$ cat src/rtl/credit_pkg.sv
// credit_pkg: constants and sizing helpers shared by both ends of the credit link.
package credit_pkg;

    localparam int unsigned CREDIT_DEPTH = 8;
    localparam int unsigned CREDIT_WIDTH = 16;

    // Width of a counter that must hold every value 0..depth inclusive.
    function automatic int unsigned credit_cnt_width(input int unsigned depth);
        return $clog2(depth + 1);
    endfunction

    typedef logic [$clog2(CREDIT_DEPTH + 1)-1:0] credit_cnt_t;

endpackage

$ cat src/rtl/credit_fifo_mem.sv
// credit_fifo_mem: DEPTH x WIDTH storage with one write port and an
// asynchronous read of the head entry. Contents are not reset.
module credit_fifo_mem
    import credit_pkg::*;
#(
    parameter int unsigned WIDTH = CREDIT_WIDTH,
    parameter int unsigned DEPTH = CREDIT_DEPTH,
    parameter int unsigned AW    = $clog2(DEPTH)
) (
    input  logic             clk_i,
    input  logic             we_i,
    input  logic [AW-1:0]    waddr_i,
    input  logic [WIDTH-1:0] wdata_i,
    input  logic [AW-1:0]    raddr_i,
    output logic [WIDTH-1:0] rdata_o
);

    logic [WIDTH-1:0] r_mem [DEPTH];

    // Write port: single word per cycle at the write pointer.
    always_ff @(posedge clk_i) begin
        if (we_i) begin
            r_mem[waddr_i] <= wdata_i;
        end
    end

    assign rdata_o = r_mem[raddr_i];

endmodule

$ cat src/rtl/credit_rx_fifo.sv
// credit_rx_fifo: receive side of a credit link. Buffers pushed words in a
// DEPTH-entry FIFO, presents them on a req/ack port, and returns one credit
// per freed slot plus DEPTH initial credits after reset.
// Optional macro CREDIT_RX_OVF_CHECK_EN compiles in the sticky overflow flag.
module credit_rx_fifo
    import credit_pkg::*;
#(
    parameter int unsigned WIDTH = CREDIT_WIDTH,
    parameter int unsigned DEPTH = CREDIT_DEPTH
) (
    input  logic             clk_i,
    input  logic             rst_i,
    input  logic             link_valid_i,
    input  logic [WIDTH-1:0] link_data_bi,
    output logic             link_credit_o,
    output logic             ext_dataout_genfifo_req_o,
    output logic [WIDTH-1:0] ext_dataout_genfifo_wdata_bo,
    input  logic             ext_dataout_genfifo_ack_i,
    output logic             overflow_o
);

    localparam int unsigned AW = $clog2(DEPTH);
    localparam int unsigned CW = credit_cnt_width(DEPTH);
    localparam logic [CW-1:0] FULL_CNT = CW'(DEPTH);

    logic [AW-1:0]    r_wr_ptr;
    logic [AW-1:0]    r_rd_ptr;
    logic [CW-1:0]    r_count;
    logic [CW-1:0]    r_pending;

    logic             w_req;
    logic             w_pop;
    logic             w_full;
    logic             w_push;
    logic             w_credit;
    logic [WIDTH-1:0] w_head;

    // Handshake qualifiers; everything is forced idle while reset is held.
    assign w_req    = (r_count != '0) & ~rst_i;
    assign w_pop    = w_req & ext_dataout_genfifo_ack_i;
    assign w_full   = (r_count == FULL_CNT);
    // A push into a full FIFO is only legal when a pop frees the slot this cycle.
    assign w_push   = link_valid_i & ~rst_i & ~(w_full & ~w_pop);
    assign w_credit = (r_pending != '0) & ~rst_i;

    // Pointer, occupancy and credit-backlog state.
    always_ff @(posedge clk_i) begin
        if (rst_i) begin
            r_wr_ptr  <= '0;
            r_rd_ptr  <= '0;
            r_count   <= '0;
            r_pending <= FULL_CNT;
        end else begin
            if (w_push) begin
                r_wr_ptr <= r_wr_ptr + AW'(1);
            end
            if (w_pop) begin
                r_rd_ptr <= r_rd_ptr + AW'(1);
            end
            r_count   <= r_count + CW'(w_push) - CW'(w_pop);
            r_pending <= r_pending + CW'(w_pop) - CW'(w_credit);
        end
    end

    credit_fifo_mem #(
        .WIDTH (WIDTH),
        .DEPTH (DEPTH),
        .AW    (AW)
    ) u_mem (
        .clk_i   (clk_i),
        .we_i    (w_push),
        .waddr_i (r_wr_ptr),
        .wdata_i (link_data_bi),
        .raddr_i (r_rd_ptr),
        .rdata_o (w_head)
    );

    assign ext_dataout_genfifo_req_o    = w_req;
    assign ext_dataout_genfifo_wdata_bo = w_req ? w_head : '0;
    assign link_credit_o                = w_credit;

`ifdef CREDIT_RX_OVF_CHECK_EN
    logic r_overflow;
    logic w_ovf_push;

    assign w_ovf_push = link_valid_i & ~rst_i & w_full & ~w_pop;

    // Sticky protocol-error flag: set on the first dropped push, cleared by reset.
    always_ff @(posedge clk_i) begin
        if (rst_i) begin
            r_overflow <= 1'b0;
        end else if (w_ovf_push) begin
            r_overflow <= 1'b1;
        end
    end

`ifndef SYNTHESIS
    // Report the offending cycle in simulation.
    always_ff @(posedge clk_i) begin
        if (w_ovf_push) begin
            $error("credit_rx_fifo: push into full FIFO dropped at %0t", $time);
        end
    end
`endif

    assign overflow_o = r_overflow;
`else
    assign overflow_o = 1'b0;
`endif

endmodule
$ cat config.mk
export PLATFORM = sky130hd
export DESIGN_NAME = credit_rx_fifo
export DESIGN_NICKNAME = d
export VERILOG_FILES = /design/src/rtl/credit_pkg.sv /design/src/rtl/credit_fifo_mem.sv /design/src/rtl/credit_rx_fifo.sv
export SDC_FILE = /design/constraint.sdc
export NUM_CORES = 1
export LEC_CHECK = 0
export ABC_AREA = 1
export BUFFER_PORTS_ARGS = -buffer_cell sky130_fd_sc_hd__buf_2
export CORE_AREA = 2 2 95 115
export DETAILED_ROUTE_END_ITERATION = 16
export DIE_AREA = 0 0 97 117
export PLACE_DENSITY = 0.78
export SLEW_MARGIN = 0
export SYNTH_ARGS = -nofsm -noshare
export SYNTH_HDL_FRONTEND = slang
export SYNTH_SLANG_ARGS = --single-unit
$ cat constraint.sdc
create_clock -name clk_i -period 2.8 [get_ports clk_i]
set_clock_uncertainty 0.05 [all_clocks]
set_input_delay 0.42 -clock clk_i [delete_from_list [all_inputs] [get_ports clk_i]]
set_output_delay 0.42 -clock clk_i [all_outputs]
set_load 0.02 [all_outputs]
## Word level (Yosys, flattened, before mapping)

Memories as Yosys holds them, arrays and structs flattened. A register that Yosys moved wholly into a read port is not among the register bits.
Index checks and enable logic that the tools add are counted.

- Bits in writable memories: 128
- Memories: 1
- Register bits: 14
- Output and inout bits: 19

- Mux-type cells: 5
- Add/sub/neg operators: 6
- Equal/unequal tests: 1
- Bitwise logic cells: 9
- Reductions and logical operators: 2

Memory list:

| memory | depth | bits a word | rd ports | clocked after Yosys merged registers in | wr ports | RTL line | RTL |
|---|---|---|---|---|---|---|---|
| u_mem.r_mem | 8 | 16 | 1 | 1 | 1 | credit_fifo_mem.sv:18 | `logic [WIDTH-1:0] r_mem [DEPTH];` |

Operators by type and width:

| operator | number |
|---|---|
| two-way mux 16 bit | 1 |
| adder 4 x 1 -> 4 bit | 2 |
| nonzero test 4 bit | 2 |
| subtractor 4 x 1 -> 4 bit | 2 |
| adder 3 x 1 -> 3 bit (second input constant) | 2 |
| bitwise AND 1 bit | 6 |
| two-way mux 3 bit | 2 |
| equality test 4 bit (second input constant) | 1 |
| NOT 1 bit | 3 |
| two-way mux 1 bit | 2 |

## Longest topological paths before layout

- Depth in word-level cells: 9
- Gate-level depth with buffers: 13
- Depth with buffers taken out: 13

## Modules after synthesis

A second synthesis with hierarchy kept.

- Cells, all modules: 708
- Area total of the unflattened synthesis: 6621.4 µm²

By module, submodules not included:

| module | times used | cells each | seq. area each (µm²) | area an instance (µm²) |
|---|---|---|---|---|
| credit_fifo_mem | 1 | 571 | 3843.7 | 5669.2 |
| credit_rx_fifo | 1 | 137 | 280.3 | 952.2 |

## Worst setup path after synthesis

OpenSTA, ideal clock, no wires.

- Path type: register -> register
- Start point: register r_count[2]
- End point: memory u_mem.r_mem[6][0] in the netlist's numbering, enable pin
- Data arrival time: 2119 ps
- Cell stages (with the launch flop): 8
- Setup slack: 222 ps
- Required time: 2341 ps
- Library setup time: 409 ps
- Cell sequence: dfxtp_1 inv_1 ha_1 nand2_1 nand3_2 nand2_4 nand2_2 nor3_1

- Longest elaborated chain between the ends: 9
- Elaborated cells on any way between the ends: 10
- Those cells by class: eq/ne: 1; mux: 2; bitwise: 6; reduce/logical: 1

RTL lines:

| element | RTL line | RTL |
|---|---|---|
| start, declared | credit_rx_fifo.sv:28 | `logic [CW-1:0] r_count;` |
| start signal, assigned | credit_rx_fifo.sv:60 | `r_count <= r_count + CW'(w_push) - CW'(w_pop);` |
| nonzero test 4 bit | credit_rx_fifo.sv:39 | `assign w_req = (r_count != '0) & ~rst_i;` |
| bitwise AND 1 bit | credit_rx_fifo.sv:39 |  |
| bitwise AND 1 bit | credit_rx_fifo.sv:40 | `assign w_pop = w_req & ext_dataout_genfifo_ack_i;` |
| NOT 1 bit | credit_rx_fifo.sv:43 | `assign w_push = link_valid_i & ~rst_i & ~(w_full & ~w_pop);` |
| bitwise AND 1 bit * | credit_rx_fifo.sv:43 |  |
| NOT 1 bit * | credit_rx_fifo.sv:43 |  |
| bitwise AND 1 bit * | credit_rx_fifo.sv:43 |  |
| two-way mux 1 bit * | credit_fifo_mem.sv:22 | `if (we_i) begin` |
| two-way mux 1 bit (not written as such) * | credit_fifo_mem.sv:23 | `r_mem[waddr_i] <= wdata_i;` |
| end, declared | credit_fifo_mem.sv:18 |  |

Every way passes the cells marked *; elsewhere a longest branch is shown, timed or not.

==> implementation parameters <==
Parameter                              Value

Outcome
  Run status    completed

Die
  Initial core utilization    58.6%
  Area inside the core boundary    10300 µm²
  Placement row count    41
  Die ar.    approximately 11000 µm²
  DIE HEIGHT    approximately 120 µm
  Num ports    39
  Die X    ~97 µm

Logic synthesis
  Synth cell types    25
  Average cell area after synthesis    around 11 µm²
  Number of cells produced by synthesis    533
  Flip-flop and latch count after synthesis    145
  Cell taking the most area after synthesis    edfxtp_1
  Seq/Total Area, Yosys    69.2%
  Synth area leaders    edfxtp_1, nor2_1, dfxtp_1, o21ai_1, o21ai_0
  Area share of the largest cell type after synthesis    63.6%
  Number of warning messages in the yosys log    0
  Combined area of all synthesized cells    6050 µm²
  Syn Nets    567

STA
  Shortest clock period the worst path allows after layout    2.58 ns
  Total negative slack for setup checks    0 ns
  Number of failing hold endpoints at the final stage    0
  Highest achievable clock rate    slightly below 0.4 GHz
  Total count of max-transition violations in the final report    0
  Setup-violating endpoint count in the final report    0
  Fraction of the cycle the final worst path needs    between 90% and 100%
  RSZ-0062 raised after global routing    no

Clocking
  Sinks on Clock Net    145
  Post-CTS Hold Buffers    0
  Clock latency on the worst-skew pair    0.41 ns
  Clock tree from TritonCTS    done
  Root cell of the clock tree    clkbuf_16
  Clock buffers created by TritonCTS    17
  Maximum buffer depth of the clock tree    2
  Clock-pin slew of the registers on the worst-case setup and hold paths    0.06 ns
  H-tree levels    4

Routing
  Via count normalized by instance count    5.57
  DRC violation count after routing    0
  First-pass iteration count of the detailed router    5
  WL final    about 12 mm
  Final routed wire length divided by cell count    between 15 and 20 µm
  Vias after detailed routing    4019
  Remaining antenna violation count    0
  Detailed router's first-iteration violation count    431

Cells and area
  Share of final-layout standard cells stronger than drive strength 1    roughly 16%
  Final net count    614
  Number of standard cells in the layout, taps in and fillers out    722
  Synthesis-to-finish area growth    14.2%
  Number of diodes    0
  Finished layout cell area    6900 µm²

Worst setup path
  Setup crit start kind    flop
  Most Frequent Cell on Critical Path    nor2_1
  Critical Setup Path Class    flop to primary output
  Critical path, cell by cell    inv_2 > buf_12 > nor2_1 > o21ai_1 > nor2_1 > nor2_1 > buf_2
  Arrival time at the worst endpoint    2.11 ns
  Cell type of the slowest stage on the worst timing path    dfxtp_4
  Required time of the worst setup path    2.33 ns
  Worst path max stage delay    0.43 ns
  Capturing element type of the critical path    primary output
  Crit path max fanout    40

Global route
  Remaining Overflow, GRT    0
  Maximum number of pins on one net before global-route repair    41
  Global-route wire length before repair    19.0 mm
  Antenna violations before repair    0
  Total GRT Usage    22.0%
  Vias in the first global route    3894

Flow run
  Max-cap violation count    0

Place
  Number of buffers added on ports    37
  Instance count after placement with tap cells included    slightly below 700
  Post-DP HPWL    6.78 mm
  Weighted congestion reported at the end of routability-driven placement    between 0.7 and 0.8
  Placed cell areas    6370 µm²

Power and ir drop
  P per Cell Area    833 nW/µm²
  Static Leakage    0.00259 µW
  IR Drop Worst-Case VDD    ~670 µV

Min path
  Type of the most critical hold path    input port to flop
what timing repair did:
action / 4_1_cts / 5_1_grt
resized for setup: 1 / 1
setup endpoints to repair: 1 / 10
gates cloned: 0 / 0
setup buffers: 0 / 0
cell families after synthesis:
group	count (synthesis)	synth area share, %
and+or+nand+nor	233	15.4
DFF	145	69.2
AOI/OAI and AO/OA	87	7.24
buffers and inverters	49	4.37
adders and majority gates	14	3.15
xor gates and xnor gates	4	0.579
other	1	0.0620
cell usage after synthesis (all sizes together):
cell type / count
ha: 12
a21oi: 6
buf: 17
nor2: 166
nand2: 39
nor3b: 1
inv: 24
nor3: 4
fa: 2
conb: 1
a21o: 1
clkbuf: 8
o21ai: 80
nand3: 23
dfxtp: 17
edfxtp: 128
xor2: 4
sequential cells by signal (all words and copies together), names as in the netlist, named ones only:
name	count
r_count	4
r_pending	4
r_rd_ptr	3
r_wr_ptr	3
u_mem.r_mem	128
cell type report:
cell class              instances  area, µm²
well taps                     129        161
flip-flops and latches        145       4190
inverters                      24       90.1
clock buffers                  21        460
fillers                       714       3410
multi-input cells             339       1620
clock inverters                11       63.8
repair buffers                 53        322
through the flow:
stage / power [µW] / hold slack (ns) / util, % / setup slack [ns]
5_1_grt: 6040 / 0.216 / 67.0 / 0.0511
6_report: 5750 / 0.225 / 67.0 / 0.221
3_3_place_gp: 3740 / 0.444 / 61.8 / 0.540
3_5_place_dp: 3800 / 0.460 / 61.8 / 0.486
4_1_cts: 5780 / 0.212 / 66.9 / 0.0949
2_1_floorplan: 3500 / 0.413 / - / 0.222
report_power, final:
group	leakage [µW]	internal (µW)	switching (µW)
combinational	0.00103	418	805
sequential	0.00130	2470	80.8
clock	0.000262	1170	816
path summary, 6_finish.rpt:
| path | from | to | slack [ns] | depth (start not counted) |
|---|---|---|---|---|
| max | flop | ext_dataout_genfifo_wdata_bo[13] | 0.22 | 7 |
| min | link_data_bi[8] | u_mem.r_mem[1][8] | 0.23 | 1 |
| max reg2reg | r_count[2] | r_pending[2] | 0.59 | 11 |
| min reg2reg | r_rd_ptr[1] | flop | 0.47 | 2 |
cell usage in the layout, fill, tap and decap left out, drive strengths merged:
master,n
a21o,1
inv,25
a21oi,6
nor3b,1
ha,12
edfxtp,128
clkbuf,21
clkinvlp,2
conb,1
xor2,4
clkinv,8
nor2,166
nand3,23
nand2,39
fa,2
o21ai,80
nor3,4
dfxtp,17
buf,53
per-layer routing:
metal	global-route usage (%)	part of all wire (%)	vias to the layer above
li1	-	-	1920
met1	25.9	40	1944
met2	37.8	52	136
met3	6.29	6.4	19
met4	10.7	1.6	0
met5	0	0	-
worst max-delay path, delay by kind of cell, from the launching register on:
kind	cells	cell delay, ns
buf+inv	3	0.81
flops	1	0.43
simple gates	3	0.29
compound gates	1	0.13
No activity file was read; power rests on OpenSTA's default activity.
